--- src/rtl/clock_time_core.sv ---
// clock_time_core: BCD time-of-day counter with one-second divider, adjust keys and alarm ring
// Ports:
//   CP1 clock (rising edge), CR asynchronous active-high reset
//   AdjMinKey / AdjHourKey  asynchronous key levels, each rising edge means +1
//   SetAlarm     steers the adjust keys to the alarm registers
//   AlarmEnable  arms the alarm
//   Hour / Minutes / Second / AHour / AMinutes  packed BCD bytes
//   SecPulse     one-cycle strobe on each second tick
//   AlarmRing    high while the alarm sounds
module clock_time_core #(
    parameter int TICK_DIV = 50000000,
    parameter int RING_SEC = 60
) (
    input  logic       CP1,
    input  logic       CR,
    input  logic       AdjMinKey,
    input  logic       AdjHourKey,
    input  logic       SetAlarm,
    input  logic       AlarmEnable,
    output logic [7:0] Hour,
    output logic [7:0] Minutes,
    output logic [7:0] Second,
    output logic [7:0] AHour,
    output logic [7:0] AMinutes,
    output logic       SecPulse,
    output logic       AlarmRing
);
    localparam int            DW       = $clog2(TICK_DIV);
    localparam logic [DW-1:0] DIV_LAST = DW'(TICK_DIV - 1);
    localparam logic [DW-1:0] DIV_PRE  = DW'(TICK_DIV - 2);
    localparam logic [7:0]    RING_END = 8'(RING_SEC);
    localparam logic [0:0]    IDLE     = 1'b0;
    localparam logic [0:0]    RINGING  = 1'b1;

    logic [DW-1:0] div;
    logic [1:0]    min_sync, hr_sync;
    logic          min_prev, hr_prev;
    logic [0:0]    state, state_n;
    logic [7:0]    ring_cnt, ring_n;
    logic [7:0]    hr_n, min_n, sec_n, ahr_n, amin_n;
    logic          min_edge, hr_edge, min_go, hr_go;
    logic          t_min, t_hr, a_min, a_hr;
    logic          sec_wrap, min_wrap, ringing, hit, stop;

    function automatic logic [7:0] bcd_inc(input logic [7:0] v, input logic [7:0] top);
        return (v == top) ? 8'h00 : (v[3:0] == 4'd9) ? {v[7:4] + 4'd1, 4'd0} : v + 8'd1;
    endfunction

    assign AlarmRing = (state == RINGING);

    always_comb begin
        ringing  = (state == RINGING);
        min_edge = min_sync[1] & ~min_prev;
        hr_edge  = hr_sync[1] & ~hr_prev;
        // a key edge that silences the ring is swallowed
        min_go   = min_edge & ~ringing;
        hr_go    = hr_edge & ~ringing;
        t_min    = min_go & ~SetAlarm;
        t_hr     = hr_go & ~SetAlarm;
        a_min    = min_go & SetAlarm;
        a_hr     = hr_go & SetAlarm;
        sec_wrap = SecPulse & (Second == 8'h59);
        // a same-cycle minute adjust absorbs the tick carry, so nothing ripples into Hour
        min_wrap = sec_wrap & ~t_min & (Minutes == 8'h59);
        sec_n    = SecPulse ? bcd_inc(Second, 8'h59) : Second;
        min_n    = (t_min | sec_wrap) ? bcd_inc(Minutes, 8'h59) : Minutes;
        hr_n     = (t_hr | min_wrap) ? bcd_inc(Hour, 8'h23) : Hour;
        amin_n   = a_min ? bcd_inc(AMinutes, 8'h59) : AMinutes;
        ahr_n    = a_hr ? bcd_inc(AHour, 8'h23) : AHour;
        hit      = SecPulse & AlarmEnable & (sec_n == 8'h00) & (min_n == amin_n) & (hr_n == ahr_n);
        stop     = (SecPulse & (ring_cnt + 8'd1 >= RING_END)) | ~AlarmEnable | min_edge | hr_edge;
        state_n  = ringing ? (stop ? IDLE : RINGING) : (hit ? RINGING : IDLE);
        ring_n   = (ringing && state_n == RINGING) ? ring_cnt + {7'd0, SecPulse} : 8'h00;
    end

    always_ff @(posedge CP1 or posedge CR) begin
        if (CR) begin
            div      <= '0;
            SecPulse <= 1'b0;
            Hour     <= 8'h00;
            Minutes  <= 8'h00;
            Second   <= 8'h00;
            AHour    <= 8'h07;
            AMinutes <= 8'h00;
            state    <= IDLE;
            ring_cnt <= 8'h00;
            min_sync <= 2'b00;
            hr_sync  <= 2'b00;
            min_prev <= 1'b0;
            hr_prev  <= 1'b0;
        end else begin
            div      <= (div == DIV_LAST) ? '0 : div + 1'b1;
            // registered so the strobe lines up with the divider's terminal count
            SecPulse <= (div == DIV_PRE);
            Hour     <= hr_n;
            Minutes  <= min_n;
            Second   <= sec_n;
            AHour    <= ahr_n;
            AMinutes <= amin_n;
            state    <= state_n;
            ring_cnt <= ring_n;
            min_sync <= {min_sync[0], AdjMinKey};
            hr_sync  <= {hr_sync[0], AdjHourKey};
            min_prev <= min_sync[1];
            hr_prev  <= hr_sync[1];
        end
    end
endmodule

--- config.mk ---
export PLATFORM = sky130hd
export DESIGN_NAME = clock_time_core
export DESIGN_NICKNAME = d
export VERILOG_FILES = /design/src/rtl/clock_time_core.sv
export SDC_FILE = /design/constraint.sdc
export NUM_CORES = 1
export LEC_CHECK = 0
export CAP_MARGIN = 30
export CORE_UTILIZATION = 35
export CTS_CLUSTER_DIAMETER = 40
export DETAILED_ROUTE_END_ITERATION = 16
export SLEW_MARGIN = 10
export SYNTH_ARGS = -nofsm -noshare
export SYNTH_HDL_FRONTEND = slang
export SYNTH_SLANG_ARGS = --single-unit
--- constraint.sdc ---
create_clock -name CP1 -period 3.8 [get_ports CP1]
set_clock_uncertainty 0.15 [all_clocks]
set_input_delay 0.38 -clock CP1 [delete_from_list [all_inputs] [get_ports CP1]]
set_output_delay 0.38 -clock CP1 [all_outputs]
set_load 0.03 [all_outputs]
# Yosys cells after proc, flatten, opt, wreduce, memory -nomap -nowiden
# Index checks and enable logic that the tools add are counted.
[totals] reg_bits=82 inputBits=6 output_inout_bits=42 elab_cells=90
[op_classes] n_addsub=13 order_cmp=1 n_eq_ne=14 mux=20 bitwise_logic=27 n_reduce_logical=2
[op_table] op="2-to-1 mux 8 bit" count=16
[op_table] op="equality test 26 bit, second input constant" count=2
[op_table] op="adder 8 x 1 -> 8 bit, second input constant" count=6
[op_table] op="adder 26 x 1 -> 26 bit, second input constant" count=1
[op_table] op="2-to-1 mux 26 bit" count=1
[op_table] op="equality test 8 x 7 -> 1 bit, second input constant" count=3
[op_table] op="adder 4 x 1 -> 4 bit, second input constant" count=5
[op_table] op="equality test 4 bit, second input constant" count=5
[op_table] op="bitwise AND 1 bit" count=16
[op_table] op="equality test 8 x 6 -> 1 bit, second input constant" count=2
[op_table] op="equality test 8 bit" count=2
[op_table] op="adder 8 x 1 -> 8 bit" count=1
[op_table] op=">= comparator 8 x 6 -> 1 bit, second input constant" count=1
[op_table] op="logical NOT 8 bit" count=1
[op_table] op="inverter 1 bit" count=6
[op_table] op="OR 1 bit" count=5
[op_table] op="2-to-1 mux 1 bit" count=3
[op_table] op="logical AND 1 bit" count=1

# Logic depth before layout (Yosys ltp)
# Gate-level depths: netlist of run 1.
[logic_depth] ltp_word=15 ltp_mapped=11 ltp_nobuf=10

# Worst setup path before layout of run 1
# Ideal clock, no wire load.
[synth_path] path_kind="flip-flop to flip-flop" from="reg Second[0]" to="reg state, in the netlist AlarmRing" setup_time_ns=0.092 arrival_time_ns=2.605 required_ns=3.558 setup_slack_ns=0.953 path_stages_with_launch=9 n_path_buf=0 period_less_slack_ns=2.847 cell_sequence="dfrtp_1 -> ha_1 -> nor2b_2 -> nand4_1 -> o31a_1 -> or3_4 -> a311oi_2 -> nand4b_1 -> o31ai_2"
[synth_via] elab_chain_cells=10 elab_cells_between_ends=21 classes_between="1 x add/sub; 4 x eq/ne; 7 x mux; 8 x bitwise; 1 x reduce/logical"
[synth_rtl] element="from (decl)" line="22" text="output logic [7:0] Second,"
[synth_rtl] element="from (signal assigned)" line="97" text="Second <= sec_n;"
[synth_rtl] element="adder 8 x 1 -> 8 bit, or another cell as far along" line="46" text="return (v == top) ? 8'h00 : (v[3:0] == 4'd9) ? {v[7:4] + 4'd1, 4'd0} : v + 8'd1;"
[synth_rtl] element="2-to-1 mux 8 bit / bitwise AND 1 bit (equally long branches)" line="46, 62"
[synth_rtl] element="2-to-1 mux 8 bit / bitwise AND 1 bit (equally long branches)" line="46, 64"
[synth_rtl] element="2-to-1 mux 8 bit / bitwise AND 1 bit (equally long branches)" line="65, 64"
[synth_rtl] element="logical NOT 8 bit / OR 1 bit (equally long branches)" line="70, 67"
[synth_rtl] element="bitwise AND 1 bit / 2-to-1 mux 8 bit (equally long branches)" line="70, 67"
[synth_rtl] element="bitwise AND 1 bit / equality test 8 bit (equally long branches)" line="70" text="hit = SecPulse & AlarmEnable & (sec_n == 8'h00) & (min_n == amin_n) & (hr_n == ahr_n);"
[synth_rtl] element="bitwise AND 1 bit *" line="70"
[synth_rtl] element="2-to-1 mux 1 bit * (2 in series)" line="72" text="state_n = ringing ? (stop ? IDLE : RINGING) : (hit ? RINGING : IDLE);"
[synth_rtl] element="named net state_n" line="38" text="logic [0:0] state, state_n;"
[synth_rtl] element="to (signal assigned)" line="100" text="state <= state_n;"
[synth_rtl] element="to (decl)" line="38"
# The timed path passes the listed nets; every way through them passes the cells marked *.

# Worst setup path in the final report of run 1
# Same ends and word-level chain as after synthesis.

==> flow_summary_export.csv, run 1 <==
group,metric,value,unit
critical_path,crit_required,3.90,ns
placed_design,place_hpwl,7440,um
critical_path,worstPathMaxFanout,10,
timing,slew-limit-headroom,57.9,%
floorplan,placementRows,41,
logic_synthesis,syn_nets,510,
floorplan,die_h,118,um
timing,max_freq,0.328,GHz
logic_synthesis,yosysSeqAreaShare,44.0,%
logic_synthesis,synthCells,480,
pwr,ir_drop,0.239,mV
clock_tree,cts_sinks,82,
final_layout,final_cell_mix,"79 x dfrtp_1, 52 x nor2_1, 48 x nand2_1, 47 x clkdlybuf4s50_1, 29 x nand3_1",
run,cap_violations,0,
detailed_routing,avgViaCountPerCell,5.11,
floorplan,io_pins,48,
pwr,p_leak,2.46,nW
status,status,"complete, no violations",
final_layout,layout_commonest_cell,"dfrtp_1",
timing,hold_violations,0,
timing,rsz0062_at_grt,"false",
detailed_routing,routed_wirelength,10000,um
clock_tree,cts_setup_buffers,0,
timing,setup_viol,0,
final_layout,antenna-diode-count,0,
critical_path,cp.arrival,3.14,ns
min_path,hold_class,"reg -> reg",
floorplan,die_area,13800,um^2
global_routing,grt_usage,15.1,%
clock_tree,h-tree-depth,3,
timing,tightest_slew,0.626,ns
logic_synthesis,synth-edff-count,0,
critical_path,cp_top_family,"simple AND/OR/NAND/NOR gates",
timing,layout_setup_ws,0.753,ns
logic_synthesis,synth_area,4670,um^2
global_routing,antenna_found_initial,0,
final_layout,layout.nets,564,
logic_synthesis,syn_area_per_cell,9.73,um^2
final_layout,layout-drive-gt1-share,8.55,%
detailed_routing,drtAntennaViolNets,0,
global_routing,grt_pass1_vias,3348,
critical_path,cpPeakStageDelay,0.49,ns
placed_design,gp_congestion,0.859,
final_layout,n_fill_cell,1241,
clock_tree,clock-root-buffer,"clkbuf_16",
final_layout,areaGrowthSynthToFinish,20.5,%
timing,setup_tns,0,ns
timing,fin_crit_sh,80.2,%
critical_path,crit_path_end_kind,"register",
timing,drv_slew,0,
detailed_routing,drt-initial-drc-count,224,
timing,whs,0.195,ns
pwr,p_per_area,569,nW/um^2
timing,min_period,3.05,ns
global_routing,grt_pass1_wl,16900,um
logic_synthesis,synth_ff_type,"dfrtp_1",
logic_synthesis,yosys_warnings,0,
floorplan,core-area,12800,um^2
detailed_routing,drc,0,
global_routing,grt_overflow_total,0,
logic_synthesis,synthArstFlopShare,100,%
clock_tree,holdBufCountCts,0,
clock_tree,clkSlewWorstSetupHoldPaths,0.06,ns
logic_synthesis,yosysUniqueCellTypes,70,
critical_path,cp_num_buf_inv,0,
clock_tree,clk_latency,0.33,ns
critical_path,crit_slowest_cell,"dfrtp_1",
clock_tree,post_cts_resized,0,
floorplan,start_util,36.4,%
floorplan,die-width,118,um
global_routing,grt_max_degree,32,
detailed_routing,wire_per_inst,14.1,um
placed_design,io_buffers,47,
critical_path,crit_path_cell_trace,"ha_1 > nor2b_2 > nand4_1 > o31a_1 > or3_4 > a311oi_2 > nand4b_1 > o31ai_2",
clock_tree,cts_buffers,9,
clock_tree,cts.path.max_buffers,2,
logic_synthesis,synth-seq-cells,82,
critical_path,crit_type,"reg -> reg",
detailed_routing,dr.pass1.iters,4,
critical_path,cp-start-kind,"register",
detailed_routing,vias,3625,
clock_tree,cts_tree,"yes",
placed_design,dp_slack,0.514,ns
-- cell families (layout without fill, tap and decap cells) --
| family | Yosys count | in the layout | synth area share, % |
|---|---|---|---|
| AND/OR/NAND/NOR | 214 | 214 | 25.1 |
| flip-flops | 82 | 82 | 44.0 |
| AO/OA/AOI/OAI | 77 | 77 | 11.0 |
| XOR/XNOR | 46 | 46 | 8.63 |
| buffers and inverters | 28 | 86 | 2.71 |
| adder cells (fa/ha/maj) | 24 | 24 | 6.43 |
| multiplexers | 9 | 9 | 2.17 |
-- per-layer routing --
metal / vias to the layer above / global-route usage [%] / routed length, um
met3: 9 / 2.96 / 317
met4: 0 / 5.21 / 107
met1: 1731 / 22.8 / 5380
met5: - / 0 / 0
li1: 1814 / - / -
met2: 71 / 21.3 / 4190
-- sequential cells by signal, summed over array words and instances, names as in the netlist --
signal and count:
hr_prev 1, AHour 8, min_sync 2, ring_cnt 8, Second 8, min_prev 1, hr_sync 2, SecPulse 1
Minutes 8, AMinutes 8, div 26, Hour 8, AlarmRing 1
-- through the flow --
stage / area [um^2] / total power, W / instances / utilization (%)
final: 5630 / 0.00320 / 710 / 43.9
after global routing: 5630 / 0.00338 / 710 / 43.9
after CTS: 5630 / 0.00323 / 710 / 43.9
after detailed placement: 5340 / 0.00237 / 695 / 41.6
after global placement: 5330 / 0.00236 / 694 / 41.6
after floorplan: 4670 / 0.00195 / 480 / -
-- cell usage after synthesis, types with 3 or more instances --
library cell / number / area, um^2
a21oi_1: 16 / 80.1
nand4_1: 16 / 100
nor3b_1: 5 / 37.5
ha_1: 24 / 300
nand2_1: 48 / 180
nor3_1: 8 / 40.0
inv_1: 19 / 71.3
nand3_1: 29 / 145
o21ai_0: 27 / 135
a21o_1: 5 / 37.5
mux2_2: 5 / 56.3
dfstp_2: 3 / 78.8
nor2_1: 52 / 195
xnor2_1: 21 / 184
or3_1: 3 / 18.8
nand2b_1: 6 / 37.5
xor2_1: 25 / 219
and3_1: 5 / 31.3
and4_1: 4 / 35.0
nand3b_1: 6 / 45.0
nor4_1: 4 / 25.0
nor2b_1: 3 / 18.8
dfrtp_1: 79 / 1980
mux2i_1: 3 / 30.0
and3b_1: 3 / 26.3
buf_2: 4 / 20.0
a22o_1: 3 / 26.3
-- final cells by class --
| cell class | instances | area [um^2] | area share (%) |
|---|---|---|---|
| well taps | 172 | 215 | 3.82 |
| clock buffers | 12 | 246 | 4.38 |
| inverters | 19 | 72.6 | 1.29 |
| flip-flops and latches | 82 | 2060 | 36.5 |
| multi-input cells | 370 | 2490 | 44.2 |
| repair buffers | 52 | 508 | 9.03 |
| clock inverters | 3 | 40.0 | 0.712 |
-- final timing paths --
path	startpoint	slack, ns	end	cells past startpoint
min in group asynchronous	CR	0.22	div[7]	2
min reg2reg	hr_sync[0]	0.20	hr_sync[1]	0
max reg2reg	Second[0]	0.75	AlarmRing	8
min	hr_sync[0]	0.20	hr_sync[1]	0
max in group asynchronous	CR	2.49	AHour[1]	3
max	Second[0]	0.75	AlarmRing	8
-- where the power goes --
part / switching [W] / leakage (nW) / total (W) / internal [W]
Sequential: 0.000210 / 1.07 / 0.00121 / 0.00100
Clock: 0.000320 / 0.142 / 0.000841 / 0.000521
Combinational: 0.000665 / 1.25 / 0.00115 / 0.000483
Total: 0.00120 / 2.46 / 0.00320 / 0.00201
No activity file was read; power rests on OpenSTA's default activity.
==> run 2, diff against run 1 <==
==> constraint.sdc (replaced) <==
create_clock -name CP1 -period 2.5 [get_ports CP1]
set_clock_uncertainty 0.15 [all_clocks]
set_input_delay 0.25 -clock CP1 [delete_from_list [all_inputs] [get_ports CP1]]
set_output_delay 0.25 -clock CP1 [all_outputs]
set_load 0.03 [all_outputs]
==> run 2 against run 1 <==
  * The flow now finishes with violations (negative setup slack)
  * Total power up 73%
  * Cell count grew 13%
  * Setup slack worse by 0.93 ns
  * Sequential power is 42% higher
  * Critical endpoint unchanged
  * Largest power group is now combinational cells
==> flow_summary_export.csv, run 2 (same netlist as run 1, synthesis figures left out) <==
group,metric,value,unit
pwr,p_per_area,853,nW/um^2
timing,fin_crit_sh,107,%
final_layout,largest_reg_flops,26,
final_layout,final_cell_mix,"93 x buf_4, 73 x dfrtp_1, 52 x nor2_1, 48 x nand2_1, 47 x clkdlybuf4s50_1",
clock_tree,clock-root-buffer,"clkbuf_16",
global_routing,grt_usage,16.9,%
timing,whs,0.185,ns
timing,tightest_slew,0.606,ns
critical_path,crit_type,"reg -> reg",
critical_path,crit_required,2.61,ns
clock_tree,clkSlewWorstSetupHoldPaths,0.06,ns
final_layout,antenna-diode-count,0,
floorplan,start_util,36.4,%
timing,drv_slew,0,
floorplan,placementRows,41,
clock_tree,holdBufCountCts,0,
clock_tree,cts.path.max_buffers,2,
timing,layout_setup_ws,-0.173,ns
status,violations,"negative setup slack",
clock_tree,cts_buffers,9,
pwr,swShare,36.4,%
pwr,p_total,0.00553,W
critical_path,cp.arrival,2.78,ns
final_layout,fin_util,50.6,%
global_routing,grt_overflow_total,0,
global_routing,antenna_found_initial,0,
detailed_routing,drt-initial-drc-count,175,
status,status,"finished, violations left",
timing,rsz0062_at_grt,"true",
pwr,seq_power_share,31.1,%
final_layout,layout.nets,656,
floorplan,die_h,118,um
critical_path,crit_path_end_kind,"register",
clock_tree,cts_tree,"yes",
pwr,pwr-share-comb,42.6,%
timing,max_freq,0.374,GHz
clock_tree,cts_sinks,82,
run,cap_violations,0,
clock_tree,clk_latency,0.34,ns
timing,setup_viol,1,
floorplan,die-width,118,um
final_layout,layout_commonest_cell,"buf_4",
detailed_routing,drtAntennaViolNets,0,
final_layout,areaGrowthSynthToFinish,38.9,%
min_path,hold_class,"in -> async",
detailed_routing,wire_per_inst,14.3,um
pwr,p_int,0.00352,W
pwr,switching_power,0.00201,W
final_layout,layout-drive-gt1-share,25.7,%
detailed_routing,dr.pass1.iters,4,
placed_design,io_buffers,47,
global_routing,grt_pass1_wl,18600,um
timing,hold_violations,0,
global_routing,grt_max_degree,31,
detailed_routing,drc,0,
pwr,ir_drop,0.351,mV
placed_design,dp_slack,-0.388,ns
critical_path,cp-start-kind,"register",
clock_tree,h-tree-depth,3,
floorplan,io_pins,48,
detailed_routing,avgViaCountPerCell,5.00,
placed_design,place_hpwl,8490,um
placed_design,gp_congestion,0.891,
detailed_routing,vias,4016,
timing,slew-limit-headroom,59.5,%
final_layout,largest_register,"div",
critical_path,worstPathMaxFanout,4,
timing,min_period,2.67,ns
pwr,p_leak,2.94,nW
detailed_routing,routed_wirelength,11500,um
floorplan,die_area,13800,um^2
pwr,power_frac_clock,26.3,%
global_routing,grt_pass1_vias,3935,
floorplan,core-area,12800,um^2
run 2: cell types whose count changed in the layout (fill, tap and decap cells not counted), sizes merged:
cell / previous run / this run
clkinvlp: 0 / 2
buf: 5 / 97
clkbuf: 12 / 9
inv: 18 / 20
bufinv: 1 / 2
clkinv: 3 / 2
run 2: area by class of cell:
| type | instances | area (um^2) |
|---|---|---|
| clock buffer | 9 | 225 |
| clock inverter | 7 | 101 |
| fill | 1170 | 6340 |
| inverter | 19 | 75.1 |
| multi-input combinational | 370 | 2580 |
| sequential | 82 | 2060 |
| tap | 172 | 215 |
| timing repair buffer | 144 | 1230 |
run 2: worst max-delay path, stage by stage, from the launching register on:
cell and delay, ns:
dfrtp_2 0.41, inv_2 0.08, ha_4 0.12, and3b_2 0.20, nand4_1 0.21, o31a_1 0.40, or3_4 0.39, a311oi_2 0.23
nand4b_1 0.17, o31ai_2 0.22
run 2: stage by stage:
stage          TNS (ns)  std cells  area (um^2)
3_3_place_gp     -0.310        772         5970
5_1_grt          -0.250        803         6490
4_1_cts          -0.122        801         6450
2_1_floorplan    -0.175        480         4700
6_report         -0.173        803         6490
3_5_place_dp     -0.388        772         5970
run 2: worst paths after layout:
| check | slack (ns) | start | end | depth (start not counted) |
|---|---|---|---|---|
| setup / recovery | -0.17 | Second[5] | AlarmRing | 9 |
| hold / removal | 0.19 | CR | Hour[3] | 2 |
| setup reg to reg | -0.17 | Second[5] | AlarmRing | 9 |
| hold reg to reg | 0.20 | min_sync[0] | min_sync[1] | 0 |
| max in group asynchronous | 1.41 | CR | AHour[1] | 3 |
| min in group CP1 | 0.20 | min_sync[0] | min_sync[1] | 0 |
run 2: metal layers:
layer  up-vias  routed length [um]  track usage (%)
met5         -                   0                0
met4         0                 180             5.69
met3        16                 454             3.92
met2        89                5620             29.1
met1      1913                5200             20.7
li1       1998                   -                -
run 2: timing repair:
item                                    4_1_cts  5_1_grt
cloned                                        0        0
resized for setup                            17        4
endpoints found under the setup margin        1        1
buffers inserted                             13        2
pin swaps                                    16        7
run 2: power groups by stage:
stage	sequential, W	combinational [W]	clock (W)
2_1_floorplan	0.00214	0.000831	0
3_3_place_gp	0.00173	0.00226	0
3_5_place_dp	0.00174	0.00229	0
4_1_cts	0.00172	0.00234	0.00149
5_1_grt	0.00175	0.00254	0.00154
6_report	0.00172	0.00236	0.00146
